## src/rtl/wishbone_lsu_master.sv

```systemverilog
// Load/store bus master: checks alignment, drives a single Wishbone classic
// cycle with an ack timeout, and returns extended load data with a done pulse.
module wishbone_lsu_master #(
  parameter int DATA_WIDTH     = 32,
  parameter int ADDR_WIDTH     = 32,
  parameter int TIMEOUT_CYCLES = 255
) (
  input  logic                  i_CLK,
  input  logic                  i_RST,
  input  logic                  i_REQ,
  input  logic                  i_WE,
  input  logic [ADDR_WIDTH-1:0] i_ADDR,
  input  logic [DATA_WIDTH-1:0] i_WDATA,
  input  logic [1:0]            i_SIZE,
  input  logic                  i_UNSIGNED,
  output logic                  o_BUSY,
  output logic                  o_DONE,
  output logic [DATA_WIDTH-1:0] o_RDATA,
  output logic                  o_ERR,
  output logic [ADDR_WIDTH-1:0] o_ADR,
  output logic [DATA_WIDTH-1:0] o_DAT,
  input  logic [DATA_WIDTH-1:0] i_DAT,
  output logic [3:0]            o_SEL,
  output logic                  o_WE,
  output logic                  o_STB,
  output logic                  o_CYC,
  input  logic                  i_ACK
);

  localparam int CNT_W = 8;

  typedef enum logic [1:0] {IDLE, BUS, RESP} state_t;

  state_t                  state_q, state_d;
  logic [CNT_W-1:0]        cnt_q, cnt_d;
  logic [ADDR_WIDTH-1:0]   adr_q, adr_d;
  logic [DATA_WIDTH-1:0]   dat_q, dat_d;
  logic [3:0]              sel_q, sel_d;
  logic                    we_q, we_d;
  logic                    cyc_q, cyc_d;
  logic                    busy_q, busy_d;
  logic                    done_q, done_d;
  logic                    err_q, err_d;
  logic [DATA_WIDTH-1:0]   rdata_q, rdata_d;
  logic [1:0]              size_q, size_d;
  logic                    uns_q, uns_d;
  logic [1:0]              off_q, off_d;

  function automatic logic is_illegal(input logic [1:0] size, input logic [1:0] off);
    is_illegal = (size == 2'b11) ||
                 (size == 2'b01 && off[0]) ||
                 (size == 2'b10 && off != 2'b00);
  endfunction

  function automatic logic [3:0] byte_sel(input logic [1:0] size, input logic [1:0] off);
    case (size)
      2'b00:   byte_sel = 4'b0001 << off;
      2'b01:   byte_sel = off[1] ? 4'b1100 : 4'b0011;
      default: byte_sel = 4'b1111;
    endcase
  endfunction

  function automatic logic [DATA_WIDTH-1:0] lane_data(input logic [DATA_WIDTH-1:0] w,
                                                      input logic [1:0] size);
    case (size)
      2'b00:   lane_data = {4{w[7:0]}};
      2'b01:   lane_data = {2{w[15:0]}};
      default: lane_data = w;
    endcase
  endfunction

  // Move the addressed lane down to bit 0, then sign- or zero-extend it.
  function automatic logic [DATA_WIDTH-1:0] load_extend(input logic [DATA_WIDTH-1:0] dat,
                                                        input logic [1:0] off,
                                                        input logic [1:0] size,
                                                        input logic uns);
    logic [DATA_WIDTH-1:0] sh;
    logic signed [7:0]     b;
    logic signed [15:0]    h;
    sh = dat >> {off, 3'b000};
    b  = sh[7:0];
    h  = sh[15:0];
    case (size)
      2'b00:   load_extend = {{(DATA_WIDTH-8){b[7] & ~uns}}, sh[7:0]};
      2'b01:   load_extend = {{(DATA_WIDTH-16){h[15] & ~uns}}, sh[15:0]};
      default: load_extend = sh;
    endcase
  endfunction

  always_comb begin
    state_d = state_q;
    cnt_d   = cnt_q;
    adr_d   = adr_q;
    dat_d   = dat_q;
    sel_d   = sel_q;
    we_d    = we_q;
    cyc_d   = cyc_q;
    err_d   = err_q;
    rdata_d = rdata_q;
    size_d  = size_q;
    uns_d   = uns_q;
    off_d   = off_q;
    done_d  = 1'b0;
    unique case (state_q)
      IDLE: begin
        if (i_REQ) begin
          if (is_illegal(i_SIZE, i_ADDR[1:0])) begin
            state_d = RESP;
            err_d   = 1'b1;
            rdata_d = '0;
            done_d  = 1'b1;
          end else begin
            adr_d   = {i_ADDR[ADDR_WIDTH-1:2], 2'b00};
            sel_d   = byte_sel(i_SIZE, i_ADDR[1:0]);
            dat_d   = lane_data(i_WDATA, i_SIZE);
            we_d    = i_WE;
            size_d  = i_SIZE;
            uns_d   = i_UNSIGNED;
            off_d   = i_ADDR[1:0];
            cyc_d   = 1'b1;
            state_d = BUS;
          end
        end
      end
      BUS: begin
        if (i_ACK) begin
          cyc_d   = 1'b0;
          state_d = RESP;
          err_d   = 1'b0;
          done_d  = 1'b1;
          rdata_d = we_q ? '0 : load_extend(i_DAT, off_q, size_q, uns_q);
        end else begin
          cnt_d = cnt_q + CNT_W'(1);
          // Counter value after this edge equals the number of ack-less BUS cycles.
          if (cnt_d == CNT_W'(TIMEOUT_CYCLES)) begin
            cyc_d   = 1'b0;
            state_d = RESP;
            err_d   = 1'b1;
            done_d  = 1'b1;
            rdata_d = '0;
          end
        end
      end
      RESP: begin
        cnt_d   = '0;
        state_d = IDLE;
      end
      default: state_d = IDLE;
    endcase
    busy_d = (state_d != IDLE);
  end

  always_ff @(posedge i_CLK) begin
    if (i_RST) begin
      state_q <= IDLE;
      cnt_q   <= '0;
      adr_q   <= '0;
      dat_q   <= '0;
      sel_q   <= '0;
      we_q    <= 1'b0;
      cyc_q   <= 1'b0;
      busy_q  <= 1'b0;
      done_q  <= 1'b0;
      err_q   <= 1'b0;
      rdata_q <= '0;
    end else begin
      state_q <= state_d;
      cnt_q   <= cnt_d;
      adr_q   <= adr_d;
      dat_q   <= dat_d;
      sel_q   <= sel_d;
      we_q    <= we_d;
      cyc_q   <= cyc_d;
      busy_q  <= busy_d;
      done_q  <= done_d;
      err_q   <= err_d;
      rdata_q <= rdata_d;
    end
  end

  // Request attributes only matter while BUS is active; no reset needed.
  always_ff @(posedge i_CLK) begin
    size_q <= size_d;
    uns_q  <= uns_d;
    off_q  <= off_d;
  end

  assign o_BUSY  = busy_q;
  assign o_DONE  = done_q;
  assign o_RDATA = rdata_q;
  assign o_ERR   = err_q;
  assign o_ADR   = adr_q;
  assign o_DAT   = dat_q;
  assign o_SEL   = sel_q;
  assign o_WE    = we_q;
  assign o_STB   = cyc_q;
  assign o_CYC   = cyc_q;

endmodule

```

## config.mk

```make
export PLATFORM = sky130hd
export DESIGN_NAME = wishbone_lsu_master
export DESIGN_NICKNAME = d
export VERILOG_FILES = /design/src/rtl/wishbone_lsu_master.sv
export SDC_FILE = /design/constraint.sdc
export NUM_CORES = 1
export LEC_CHECK = 0
export CAP_MARGIN = 40
export CORE_ASPECT_RATIO = 1.25
export CORE_MARGIN = 2
export CORE_UTILIZATION = 47
export DETAILED_ROUTE_END_ITERATION = 12
export PLACE_DENSITY = 0.88
export SETUP_SLACK_MARGIN = 0.05
export SLEW_MARGIN = 20
export SYNTH_ARGS = -nofsm -noshare
export SYNTH_HDL_FRONTEND = slang
export SYNTH_SLANG_ARGS = --single-unit
```

## constraint.sdc

```tcl
create_clock -name i_CLK -period 3.8 [get_ports i_CLK]
set_input_delay 0.95 -clock i_CLK [delete_from_list [all_inputs] [get_ports i_CLK]]
set_output_delay 0.95 -clock i_CLK [all_outputs]
set_load 0.01 [all_outputs]
```

Word level (Yosys, flattened, before mapping)
Cells that the tools add are included.
{"block": "classes", "n_addsub": 1, "eq_ne": 12, "n_shift": 2, "muxes": 32, "n_bitwise": 4, "reduce_logical": 15}
{"operator": "32-bit one-hot mux with 2 select lines", "n": 3}
{"operator": "32-bit 2-to-1 mux", "n": 5}
{"operator": "32-bit by 5-bit >> shifter with 32-bit output", "n": 1}
{"operator": "8-bit one-hot mux with 2 select lines", "n": 1}
{"operator": "1-bit 2-to-1 mux", "n": 12}
{"operator": "8-bit by 1-bit adder with 8-bit output, second input constant", "n": 1}
{"operator": "8-bit == test, second input constant", "n": 1}
{"operator": "2-bit 2-to-1 mux", "n": 4}
{"operator": "8-bit 2-to-1 mux", "n": 1}
{"operator": "2-bit != test, second input constant", "n": 4}
{"operator": "4-bit one-hot mux with 2 select lines", "n": 1}
{"operator": "4-bit AND reduction", "n": 2}
{"operator": "2-bit nonzero test", "n": 4}
{"operator": "2-bit by 1-bit == test with 1-bit output, second input constant", "n": 3}
{"operator": "2-bit == test, second input constant", "n": 3}
{"operator": "2-bit logical NOT", "n": 3}
{"operator": "1-bit one-hot mux with 2 select lines", "n": 3}
{"operator": "4-bit 2-to-1 mux", "n": 1}
{"operator": "2-bit one-hot mux with 2 select lines", "n": 1}
{"operator": "1-bit by 2-bit << shifter with 4-bit output, first input constant", "n": 1}
{"operator": "3-bit != test, second input constant", "n": 1}
{"operator": "3-bit AND reduction", "n": 1}
{"operator": "1-bit bitwise AND", "n": 2}
{"operator": "1-bit logical AND", "n": 2}
{"operator": "other kinds (3)", "n": 5}
{"block": "totals", "ff_bits": 118, "output_inout_bits": 106, "wordCells": 80}

Longest topological paths before layout
Gate-level depths: netlist (run 1).
{"block": "logic_depth", "word_depth": 8, "ltp_mapped": 10, "ltp_nobuf": 7}

Worst setup path before layout (run 1)
No wires, ideal clock.
{"block": "synth_timing", "path_type": "input -> register", "from": "input port i_SIZE[1]", "to": "register off_q[0], enable pin", "t_arrival_ns": 2.094, "required_ns": 3.482, "slack_ns": 1.388, "path_stages": 7, "path_cell_list": "nor2_4 a21oi_1 or3_1 clkbuf_1 inv_2 buf_4 buf_2"}
{"block": "synth_between", "elab_chain_cells": 6, "elab_cells_between_ends": 9}
{"element": "from (decl)", "line_no": "14", "rtl": "input logic [1:0] i_SIZE,"}
{"element": "2-bit by 1-bit == test with 1-bit output", "line_no": "51", "rtl": "(size == 2'b01 && off[0]) ||"}
{"element": "1-bit logical AND", "line_no": "51"}
{"element": "1-bit logical OR", "line_no": "50", "rtl": "is_illegal = (size == 2'b11) ||"}
{"element": "1-bit logical OR (*)", "line_no": "51"}
{"element": "1-bit inverter (no line) (*)"}
{"element": "3-bit AND reduction (no line) (*)"}
{"element": "to (signal assigned)", "line_no": "185", "rtl": "off_q <= off_d;"}
{"element": "to (decl)", "line_no": "47", "rtl": "logic [1:0] off_q, off_d;"}
Every way passes the cells marked *; elsewhere a longest branch is shown, timed or not.
A chain may end at the register's enable or synchronous reset.

Worst setup path after layout (run 1)
{"block": "layout_timing", "from": "input port i_SIZE[1]", "to": "register dat_q[14], in the netlist o_DAT[14]"}
{"block": "layout_between", "elab_chain_cells": 6, "elab_cells_between_ends": 11}
{"element": "2-bit by 1-bit == test with 1-bit output", "line_no": "51, 65"}
{"element": "1-bit logical AND", "line_no": "51"}
{"element": "1-bit logical OR", "line_no": "50"}
{"element": "1-bit logical OR", "line_no": "51"}
{"element": "1-bit inverter (no line)"}
{"element": "3-bit AND reduction (no line)"}
{"element": "to (signal assigned)", "line_no": "170", "rtl": "dat_q <= dat_d;"}
{"element": "to (decl)", "line_no": "37", "rtl": "logic [DATA_WIDTH-1:0] dat_q, dat_d;"}
Parallel ways exist; a longest one is shown, timed or not.

==> run summary, run 1 <==
In this design, the stage delay of the slowest critical-path cell is 0.49 ns. The count of filler cells inserted in the layout is 789, and the layout cell share with drive strength beyond 1 is 9.80%. Post-CTS timing repair inserted 0 buffers for setup. Timing would allow up to 340 MHz. Counting every instance in the synthesized netlist gives 620. Gates resized during post-CTS repair numbered 0. The worst path in the final design needs a cycle of 2.94 ns, including I/O delays and setup.

Once layout is done, the placed cells without fillers occupy 8120 sq um. In this run the deepest clock path goes through 2 buffers. Total die area: 12400 sq um.

In this run the worst hold path is classified as reg2reg. The global-route wire length before repair is 27300 um. The initial antenna violation count is 0.

The logs give 51.3% for the relative slew slack and 0 for the final-report max-slew violation count. Number of buffers added on ports: 207. Summing all multi-input logic gate instances after layout gives 2680 sq um. The total overflow left after global routing is 0. Across the routed clock network, the largest skew measured is 0.00713 ns. Dividing the detail-routed via count by the number of cells gives 5.72. The count of flip-flops with a built-in enable after synthesis is 5, and the routed metal-1 wire length is 6410 um.

Across the run, the number of max-cap violations was 0. By area the synthesized netlist is led by sky130_fd_sc_hd__dfxtp_1 42%, sky130_fd_sc_hd__nand2_1 9.5%, sky130_fd_sc_hd__a21oi_1 7.2%, sky130_fd_sc_hd__mux2i_1 5.9%, sky130_fd_sc_hd__edfxtp_1 2.8%. Total global-route track usage: 27.7%. For the post-synthesis instance area, the log shows 5410 sq um. Clock-pin slew was measured on the worst setup and hold paths at 0.05 ns. Summed over all layers, the routed wires come to 17300 um.

After detailed routing, no signal wire sits above met4. The register bit total from synthesis came out at 118. Row count: 43. Counting stages on the worst path, the most repeated cell is sky130_fd_sc_hd__buf_4.

At the worst endpoint, the arrival time is 3.25 ns. The worst setup path is launched from an input port. The flow ran to the end, and the final reports show no timing, DRC or antenna violations.

TritonCTS built the clock tree. For the placed standard-cell area, the log shows 7490 sq um. During synthesis, Yosys emitted a total of 0 warnings. The core region is 11100 sq um.

The async set or reset register ratio after synthesis is 0%. The cell with the largest stage delay on the worst path was sky130_fd_sc_hd__clkdlybuf4s50_1. The number of global-route vias before repair was 5547; the clock buffer count from CTS was 17. Measured on the finished design, the core utilization comes to 72.9%.

The footprint of the flip-flops and latches was 2410 sq um; the average cell area after synthesis was 8.72 sq um. The fraction of synthesized cell area taken by the top area cell type was 41.9%; the number of top-level pins was 210. At the pin with the least slew margin, the transition time is 0.725 ns. Entering global routing, the biggest net connects 80 pins. The maximum fanout along the worst path works out to 24. The count of H-tree levels built during CTS came out at 4. The logs give 118 for the number of sinks on the clock net and 319 for the iteration-0 DRC count of the detailed router.

Leakage power total: 0.00292 uW. The logs give 0.000367 V for the maximum vdd drop and 0 for the number of hold buffers added after CTS. The logs give 12300 um for the detailed-placement wirelength estimate and 55 for the number of unique standard cell types used by synthesis.

The logs give 0 for the antenna diode instance count and 4.11 ns for the worst path required time. For the final RePlAce weighted congestion, the log shows 0.948. Counting instances in the post-synthesis netlist gives the leading cell types as 137 x sky130_fd_sc_hd__nand2_1, 113 x sky130_fd_sc_hd__dfxtp_1, 78 x sky130_fd_sc_hd__a21oi_1. Summed over all nets, wire length on met3 after detailed routing comes to 1600 um.

In the final timing run, aggregate negative setup slack is 0 ns. The die extent in y was 124 um; the final period utilization was 77.3%. For this run, the register share of the synthesized area comes to 44.6%.

In this run the horizontal extent of the chip is 99.9 um. The first detailed-routing pass ran for 5 iterations. The number of buffers and inverters on the critical path is 4, and the tightest hold margin is 0.452 ns. The net count of the finished layout is 911. The final routed wire length divided by cell count is 18.1 um, and the later-pin clock latency in the skew report is 0.41 ns. For this design the ratio of total power to cell area is 450 nW/um^2. The largest delay contributor family on the critical path is buffers and inverters.

The dominant cell type by area after synthesis was sky130_fd_sc_hd__dfxtp_1. The most used flip-flop cell after synthesis is sky130_fd_sc_hd__dfxtp_1. The signal on the critical path passes through clkdlybuf4s50_1, buf_4, o21ai_0, a21oi_1, or3_2, inv_2, buf_4, nor2_1, a311oi_1. The cell sitting at the root of the clock tree is a sky130_fd_sc_hd__clkbuf_16.

The run gives 0 as the count of final hold-check violations. Setup repair after global routing left no endpoint under its margin. The most repeated cell in the gate-level netlist after synthesis is sky130_fd_sc_hd__nand2_1. In this run the remaining antenna-violating nets after routing total 0.

The initial cell density of the core is 48.5%, and the number of remaining DRC errors is 0. The type of the worst setup path was in2reg. After detailed routing, the met2 layer carries 8640 um of wire. The number of vias in the routed layout came out at 5439. Setup violations remaining at the end of the flow were counted as 0. The endpoint kind of the worst setup timing path was a register. The area added between synthesis and finish was 50.2%.
report_power, final:
group	switching, uW	total [uW]	leakage (uW)	internal, uW
logic	295	606	0.00165	311
registers	49.8	1370	0.000966	1320
clock network	550	1680	0.000308	1130
total	895	3660	0.00292	2760
final timing paths:
check | start | end | slack [ns] | cells after the start
worst min register to register | o_ADR[28] | o_ADR[28] | 0.45 | 2
worst min-delay path | o_ADR[28] | o_ADR[28] | 0.45 | 2
worst max register to register | off_q[0] | o_RDATA[20] | 1.38 | 6
worst max-delay path | i_SIZE[1] | o_DAT[14] | 0.86 | 9
tightest hold or removal path, stage by stage, from the launching register on:
cell and delay [ns]:
sky130_fd_sc_hd__dfxtp_1 0.30, sky130_fd_sc_hd__nand2_1 0.05, sky130_fd_sc_hd__a21oi_1 0.05
registers in the layout, indices dropped and copies added, names as in the netlist:
signal   count
uns_q        1
o_DONE       1
cnt_q        8
o_CYC        1
o_SEL        4
o_WE         1
o_ERR        1
size_q       2
state_q      2
off_q        2
o_RDATA     32
o_ADR       30
o_DAT       32
o_BUSY       1
final cells by class:
| cell class | instances | share of cell area [%] |
|---|---|---|
| clock inverter | 8 | 1.45 |
| clock buffer | 22 | 6.24 |
| sequential | 118 | 29.7 |
| timing repair buffer | 220 | 27.1 |
| tap | 135 | 2.08 |
| inverter | 9 | 0.416 |
| multi-input combinational | 439 | 33.0 |
through the flow:
step | worst slack [ns] | power [uW] | cells
after global placement | 0.580 | 1970 | 920
after detailed placement | 0.431 | 1990 | 921
after floorplan | 1.39 | 1680 | 621
after global routing | 0.696 | 3800 | 951
after CTS | 0.870 | 3670 | 951
final | 0.861 | 3660 | 951
layout by cell type (no fill, tap or decap), types with 3 or more instances in the layout:
master	netlist	routed
sky130_fd_sc_hd__o211ai_1	9	9
sky130_fd_sc_hd__o2bb2ai_1	9	9
sky130_fd_sc_hd__dfxtp_1	113	113
sky130_fd_sc_hd__clkdlybuf4s50_1	0	206
sky130_fd_sc_hd__clkbuf_16	0	19
sky130_fd_sc_hd__nor2_1	34	34
sky130_fd_sc_hd__nand2b_1	3	3
sky130_fd_sc_hd__inv_1	6	6
sky130_fd_sc_hd__clkinv_2	0	4
sky130_fd_sc_hd__nand2_1	137	137
sky130_fd_sc_hd__o21ai_0	27	27
sky130_fd_sc_hd__bufinv_16	0	3
sky130_fd_sc_hd__a21oi_1	78	78
sky130_fd_sc_hd__a311oi_1	14	14
sky130_fd_sc_hd__mux2_2	9	9
sky130_fd_sc_hd__edfxtp_1	5	5
sky130_fd_sc_hd__mux2i_1	32	32
sky130_fd_sc_hd__a31oi_1	5	5
sky130_fd_sc_hd__a211oi_1	11	11
sky130_fd_sc_hd__a22o_1	7	7
sky130_fd_sc_hd__nor2b_1	3	3
sky130_fd_sc_hd__buf_4	7	12
sky130_fd_sc_hd__nor3_1	7	7
sky130_fd_sc_hd__o2bb2ai_2	8	8
sky130_fd_sc_hd__nand3_1	3	3
sky130_fd_sc_hd__o22ai_1	8	8
cell families (layout without fill, tap and decap cells):
group	after synthesis	after routing	share of synthesized area, %
flip-flops	118	118	44.6
buffers and inverters	64	259	5.90
AND/OR/NAND/NOR	205	205	17.3
XOR/XNOR	1	1	0.162
adder cells (fa/ha/maj)	2	2	0.463
multiplexers	41	41	7.80
AO/OA/AOI/OAI	188	188	23.7
other	1	2	0.0694
layer usage:
layer  vias to the layer above  track usage (%)
li1                       2554                -
met3                        49             8.98
met1                      2550             30.9
met5                         -                0
met4                         0             12.5
met2                       286             48.2
No activity file was read; power rests on OpenSTA's default activity.
==> run 2, diff against run 1 <==
--- a/config.mk
+++ b/config.mk
@@ -8,9 +8,9 @@
 export CAP_MARGIN = 40
 export CORE_ASPECT_RATIO = 1.25
 export CORE_MARGIN = 2
-export CORE_UTILIZATION = 47
+export CORE_UTILIZATION = 44
 export DETAILED_ROUTE_END_ITERATION = 12
-export PLACE_DENSITY = 0.88
+export PLACE_DENSITY = 0.84
 export SETUP_SLACK_MARGIN = 0.05
 export SLEW_MARGIN = 20
 export SYNTH_ARGS = -nofsm -noshare
==> constraint.sdc (replaced) <==
create_clock -name i_CLK -period 2.92 [get_ports i_CLK]
set_input_delay 0.73 -clock i_CLK [delete_from_list [all_inputs] [get_ports i_CLK]]
set_output_delay 0.73 -clock i_CLK [all_outputs]
set_load 0.01 [all_outputs]
==> run summary, run 2 (same netlist as run 1, synthesis figures left out) <==
The clock buffer count from CTS is 17. The die width works out to 103 um. Class of the tightest hold or removal check: reg2reg. The switching share of power was 25.6%; the smallest setup slack after layout was 0.423 ns. Global routing used 24.4% of the available tracks across all layers. The detailed-placement wirelength estimate was 12300 um; the iteration-0 DRC count of the detailed router was 234. Once detail routing completed, the nets flagged for antenna violations numbered 0. The final RePlAce weighted congestion is 0.895, and the die extent in y is 128 um. The sequential group share of total power is 38.7%, and the number of cells after detailed placement is 957. The analysis attributes to net switching a power of 1170 uW. The internal power of the cells totals 3410 uW. The die covers 13200 sq um. The final-stage net count was 918.

STA classifies the critical path startpoint as an input port. The number of hold buffers added after CTS was 0. Power spread over the standard cell area amounts to 561 nW/um^2. Entering global routing, the biggest net connects 67 pins.

The area of the core is 12000 sq um, and the initial antenna violation count is 0. The tools report the relative slew slack as 51.1%. The number of top-level pins was 210; the number of vias in the routed layout was 5285. The type of the worst setup path is in2reg. Traced cell by cell, the critical path runs through clkdlybuf4s50_1, o21ai_0, a21oi_1, or3_2, inv_2, buf_12, nor2_1, a311oi_1.

The run finished with clean final reports. The tools report the worst setup slack after placement as 0.0220 ns. The routed design could run at a clock period as short as 2.50 ns.

The final routed wire length divided by cell count works out to 16.8 um. Buffers placed on the I/O ports in this run total 207. The commonest non-fill, non-tap cell in the layout was sky130_fd_sc_hd__clkdlybuf4s50_1. The longest clock path from root to sink contains 2 buffers. The logs give 4 for the count of H-tree levels built during CTS and 0.40 ns for the later-pin clock latency in the skew report. The number of buffers inserted by post-CTS setup repair was 0; the number of standard cells in the layout, taps in and fillers out was 989. The part of the power in combinational logic was 17.4%; the final total negative setup slack was 0 ns.

TritonCTS built the clock tree. The number of antenna diodes in the final layout is 0. The first global-routing pass estimated 25200 um of wire.

The tools report the number of global-route vias before repair as 5210. The tools report the endpoint kind of the worst setup timing path as a register. The layout cell share with drive strength beyond 1 works out to 10.7%. The top cell types in the final layout, fill and taps aside, are 206 x sky130_fd_sc_hd__clkdlybuf4s50_1, 137 x sky130_fd_sc_hd__nand2_1, 113 x sky130_fd_sc_hd__dfxtp_1. The tools report the total iterations of the first detailed-routing run as 4.

Setup repair after global routing left no endpoint under its margin. On the critical path the largest part of the delay comes from buffers and inverters. The floorplan has 45 rows.

In this run the static leakage power is 0.00293 uW. The maximum fanout along the worst path is 38, and the clock share of power is 43.8%. Together, buffers and inverters on the worst path number 3.

Cell with the largest stage delay on the worst path: sky130_fd_sc_hd__clkdlybuf4s50_1. The tools report the worst path required time as 3.23 ns. The vias per cell is 5.34, and the count of filler cells inserted in the layout is 973. In this run, post-CTS repair resized a total of 0 instances. The final period utilization was 85.5%. Once the floorplan was initialized, standard cells occupied 44.9% of the core. Setup violations remaining at the end of the flow were counted as 0. Clock-pin slew was measured on the worst setup and hold paths at 0.06 ns.

The tools report the final routed wirelength across all metal layers as 16600 um. Summed over all layers, the global routing overflow is 0. The tools report the final-report max-slew violation count as 0. The run gives 118 as the number of sinks on the clock net. For the maximum vdd drop, the log shows 0.000431 V. The clock root buffer master is sky130_fd_sc_hd__clkbuf_16.

The logs give 0 for the count of final hold-check violations and 2.81 ns for the critical path data arrival time. Max-cap violations in this run came to 0. At the pin with the least slew margin, the transition time is 0.728 ns. The largest incremental delay on the critical path was 0.52 ns. The area growth from synthesis to layout is 51.0%. The run gives 0 as the number of remaining DRC errors. Derived from the worst setup path, the maximum achievable clock frequency is 400 MHz.

Between clock sinks in the finished design, the worst skew comes to 0.00576 ns.
run 2: changes by cell type in the layout (fill, tap and decap cells not counted):
cell and change:
sky130_fd_sc_hd__clkbuf_1 +1, sky130_fd_sc_hd__bufinv_16 -1, sky130_fd_sc_hd__clkinvlp_4 +1, sky130_fd_sc_hd__clkbuf_8 -1, sky130_fd_sc_hd__buf_4 +6, sky130_fd_sc_hd__buf_12 +2
sky130_fd_sc_hd__buf_16 -1, sky130_fd_sc_hd__clkinv_4 +4, sky130_fd_sc_hd__clkbuf_16 -2
run 2: tightest hold or removal path, delay by kind of cell (launching register included):
kind | cells | cell delay (ns)
flops | 1 | 0.30
compound gates | 1 | 0.05
simple gates | 1 | 0.05
run 2: area by class of cell:
class	instances	area, sq um	share of cell area (%)
clock inverter	12	130	1.59
tap	164	205	2.51
inverter	9	33.8	0.414
clock buffer	20	447	5.47
timing repair buffer	227	2260	27.6
multi-input combinational	439	2680	32.8
sequential	118	2410	29.5
run 2: per-layer routing:
metal | global-route usage, % | vias to the layer above | share of wire [%]
met1 | 26.8 | 2461 | 39
li1 | - | 2570 | -
met4 | 10.8 | 0 | 3.0
met2 | 42.2 | 220 | 50
met5 | 0 | - | 0
met3 | 7.91 | 34 | 8.4
run 2: power groups by stage:
stage	combinational, uW	sequential, uW	clock (uW)
floorplan	352	1830	0
global placement	777	1800	0
detailed placement	795	1810	0
CTS	801	1770	2040
global route	860	1780	2120
finish	798	1770	2010
run 2: final timing paths:
kind	end	slack, ns	cells past startpoint	start
worst max-delay path	o_DAT[15]	0.42	8	i_SIZE[0]
worst min-delay path	o_DAT[3]	0.45	2	o_DAT[3]
worst max register to register	o_RDATA[23]	0.71	7	cnt_q[0]
worst min register to register	o_DAT[3]	0.45	2	o_DAT[3]
run 2: metrics by stage:
step	total power, uW	utilization, %	area (sq um)	hold slack, ns
6_report	4580	67.8	8160	0.455
5_1_grt	4760	67.8	8160	0.477
4_1_cts	4610	67.8	8160	0.457
3_5_place_dp	2600	63.0	7590	0.449
3_3_place_gp	2580	63.0	7590	0.442
2_1_floorplan	2180	-	5410	0.481
==> run 3, diff against run 2 <==
--- a/config.mk
+++ b/config.mk
@@ -10,6 +10,7 @@
 export CORE_MARGIN = 2
 export CORE_UTILIZATION = 44
 export DETAILED_ROUTE_END_ITERATION = 12
+export GPL_TIMING_DRIVEN = 0
 export PLACE_DENSITY = 0.84
 export SETUP_SLACK_MARGIN = 0.05
 export SLEW_MARGIN = 20
==> run summary, run 3 (same netlist as run 1, synthesis figures left out) <==
Setup repair after global routing left no endpoint under its margin. The repair_antennas step left the layout with diodes totalling 0. The tree built by TritonCTS fans out to 118 sinks.

Clock root buffer master: sky130_fd_sc_hd__clkbuf_16. TritonCTS built the clock tree. Leaving out fill and tap cells, the most frequent cell in the layout is sky130_fd_sc_hd__clkdlybuf4s50_1. Combinational cells account for 17.2% of the total power. The logs give 3.01 ns for the worst path required time and 5 for the total iterations of the first detailed-routing run. The H-tree was split into 4 levels. For this block, the routed nets add up to 17300 um of wire. The tools report the worst setup slack after placement as -0.215 ns. The vias per cell is 5.39. After the first detailed-routing iteration, the DRC count stood at 292. The tools report the register-to-register setup slack as 0.62 ns.

For this design the static power due to leakage is 0.00301 uW. The cell depth of the worst hold path was 2. In the routed design, unresolved DRC markers number 0. During I/O placement, the number of pins put on the boundary was 210. The type of the worst setup path is in2reg. The largest buffer count on any clock path was 2; the setup violation total in the final timing report was 0.

Max-cap violations in this run came to 0. The startpoint identified for the worst hold timing path is o_ADR[10]. Of the total power, registers draw 36.6%.

In this run the horizontal extent of the chip is 103 um. Once detail routing completed, the nets flagged for antenna violations numbered 0. The wire-length estimate of the detail-placed layout is 12800 um. The number of buffers added on ports was 205. STA classifies the critical path startpoint as an input port. The switching share of power is 26.1%.

The final routed wire length divided by cell count was 16.9 um; the transition time at the pin with the least slew margin was 0.835 ns. The run gives 27200 um as the global-route wire length before repair. The class of the tightest hold or removal check was reg2reg. The design area was 8300 sq um; the final worst clock skew was 0.00759 ns. The cell count of the worst reg-to-reg path was 8.

Clock latency on the worst-skew pair, taken at its later pin, is 0.41 ns. After clock tree synthesis, the clock-pin slew on the worst setup and hold paths is 0.06 ns. For the number of global-route vias before repair, the log shows 5511. The total global-route track usage was 26.5%.

The maximum fanout along the worst path was 14; the area added between synthesis and finish was 53.5%. For this configuration, the core starts out at a cell density of 44.9%. The endpoint kind of the worst setup timing path is a register.

The layout cell share with drive strength beyond 1 is 11.3%. Relative slew slack: 44.3%. Static timing analysis puts the maximum clock frequency at 365 MHz. The final period utilization came out at 93.9%. The area of the core was 12000 sq um; the number of vias in the routed layout was 5508. At the end of routability-driven placement, the weighted congestion stood at 0.943. After the last flow step, the layout net total stands at 951. The row count was 45. The number of gates resized after CTS was 0. The count of final hold-check violations is 0, and the clock share of power is 46.2%. The final-report max-slew violation count came out at 0. The tools report the capture instance of the worst register-to-register path as o_RDATA[5]. The die covers 13200 sq um.

Entering global routing, the biggest net connects 17 pins. The number of buffers inserted by post-CTS setup repair is 0, and the total global routing overflow is 0. In this run the critical register-to-register path is launched from cnt_q[1]. The critical path starts at i_SIZE[1].

In this run the cell area measured after placement is 7670 sq um. The flow ran to the end, and the final reports show no timing, DRC or antenna violations. The routed design could run at a clock period as short as 2.74 ns.

The smallest setup slack after layout was 0.178 ns. The initial antenna violation count is 0, and the critical path data arrival time is 2.83 ns. The number of hold buffers added after CTS is 0, and the power density normalized to cell area is 580 nW/um^2. VDD sags by at most 0.000547 V. The end of the worst hold path is o_ADR[10]. In this run, CTS created clock tree buffers numbering 17. In this run the power spent charging and discharging nets is 1250 uW. Adding up every negative setup slack in the final design gives 0 ns. The die extent in y is 128 um. The library cells used most frequently in the layout, excluding fill and tap cells, are 205 x sky130_fd_sc_hd__clkdlybuf4s50_1, 137 x sky130_fd_sc_hd__nand2_1, 113 x sky130_fd_sc_hd__dfxtp_1. The run gives 3560 uW as the total internal power.
==> run 3: changes by cell type in the layout (fill, tap and decap cells not counted), sizes merged <==
cell	previous run	this run
inv	8	11
buf	21	33
clkdlybuf4s50	206	205
clkbuf	20	41
clkinv	9	6
bufinv	2	3
==> run 3: metrics by stage <==
step                      cells  power [uW]  utilization [%]  hold WS [ns]
after floorplan             621        2180                -         0.481
after global placement      990        2600             63.6         0.441
after detailed placement    990        2610             63.6         0.446
after CTS                  1022        4830             68.9         0.453
after global routing       1022        4990             68.9         0.471
final                      1022        4810             68.9         0.452
==> run 3: area by class of cell <==
| type | count | area [sq um] |
|---|---|---|
| buffer | 55 | 285 |
| clock buffer | 19 | 464 |
| clock inverter | 13 | 168 |
| fill | 943 | 3750 |
| inverter | 9 | 33.8 |
| multi-input combinational | 439 | 2680 |
| sequential | 118 | 2410 |
| tap | 164 | 205 |
| timing repair buffer | 205 | 2050 |
==> run 3: routing by layer <==
| layer | GRT usage (%) | part of all wire [%] | vias to the layer above | routed length, um |
|---|---|---|---|---|
| li1 | - | - | 2635 | - |
| met1 | 30.0 | 38 | 2567 | 6600 |
| met2 | 44.5 | 49 | 261 | 8430 |
| met3 | 9.11 | 9.7 | 45 | 1670 |
| met4 | 11.7 | 3.4 | 0 | 591 |
| met5 | 0 | 0 | - | 0 |
==> run 3: power groups by stage <==
stage	registers (uW)	clock network (uW)	logic (uW)
after CTS	1760	2240	823
after floorplan	1830	0	352
after global placement	1790	0	809
final	1760	2220	825
after global routing	1770	2330	893
after detailed placement	1800	0	816
==> run 3: critical path, cell delays in order <==
cell and delay [ns]:
sky130_fd_sc_hd__clkdlybuf4s50_1 0.51, sky130_fd_sc_hd__nor2_4 0.30, sky130_fd_sc_hd__a21oi_1 0.13, sky130_fd_sc_hd__or3_1 0.38, sky130_fd_sc_hd__clkbuf_1 0.16, sky130_fd_sc_hd__inv_2 0.13, sky130_fd_sc_hd__buf_4 0.20, sky130_fd_sc_hd__buf_2 0.29
==> run 3: worst max path at each step <==
stage	end	slack [ns]	cells past startpoint
after floorplan	off_q[0]	0.73	7
after global placement	uns_q	-0.19	8
after detailed placement	uns_q	-0.22	8
after CTS	size_q[0]	0.22	8
after global routing	off_q[0]	0.10	8
final	size_q[1]	0.18	8
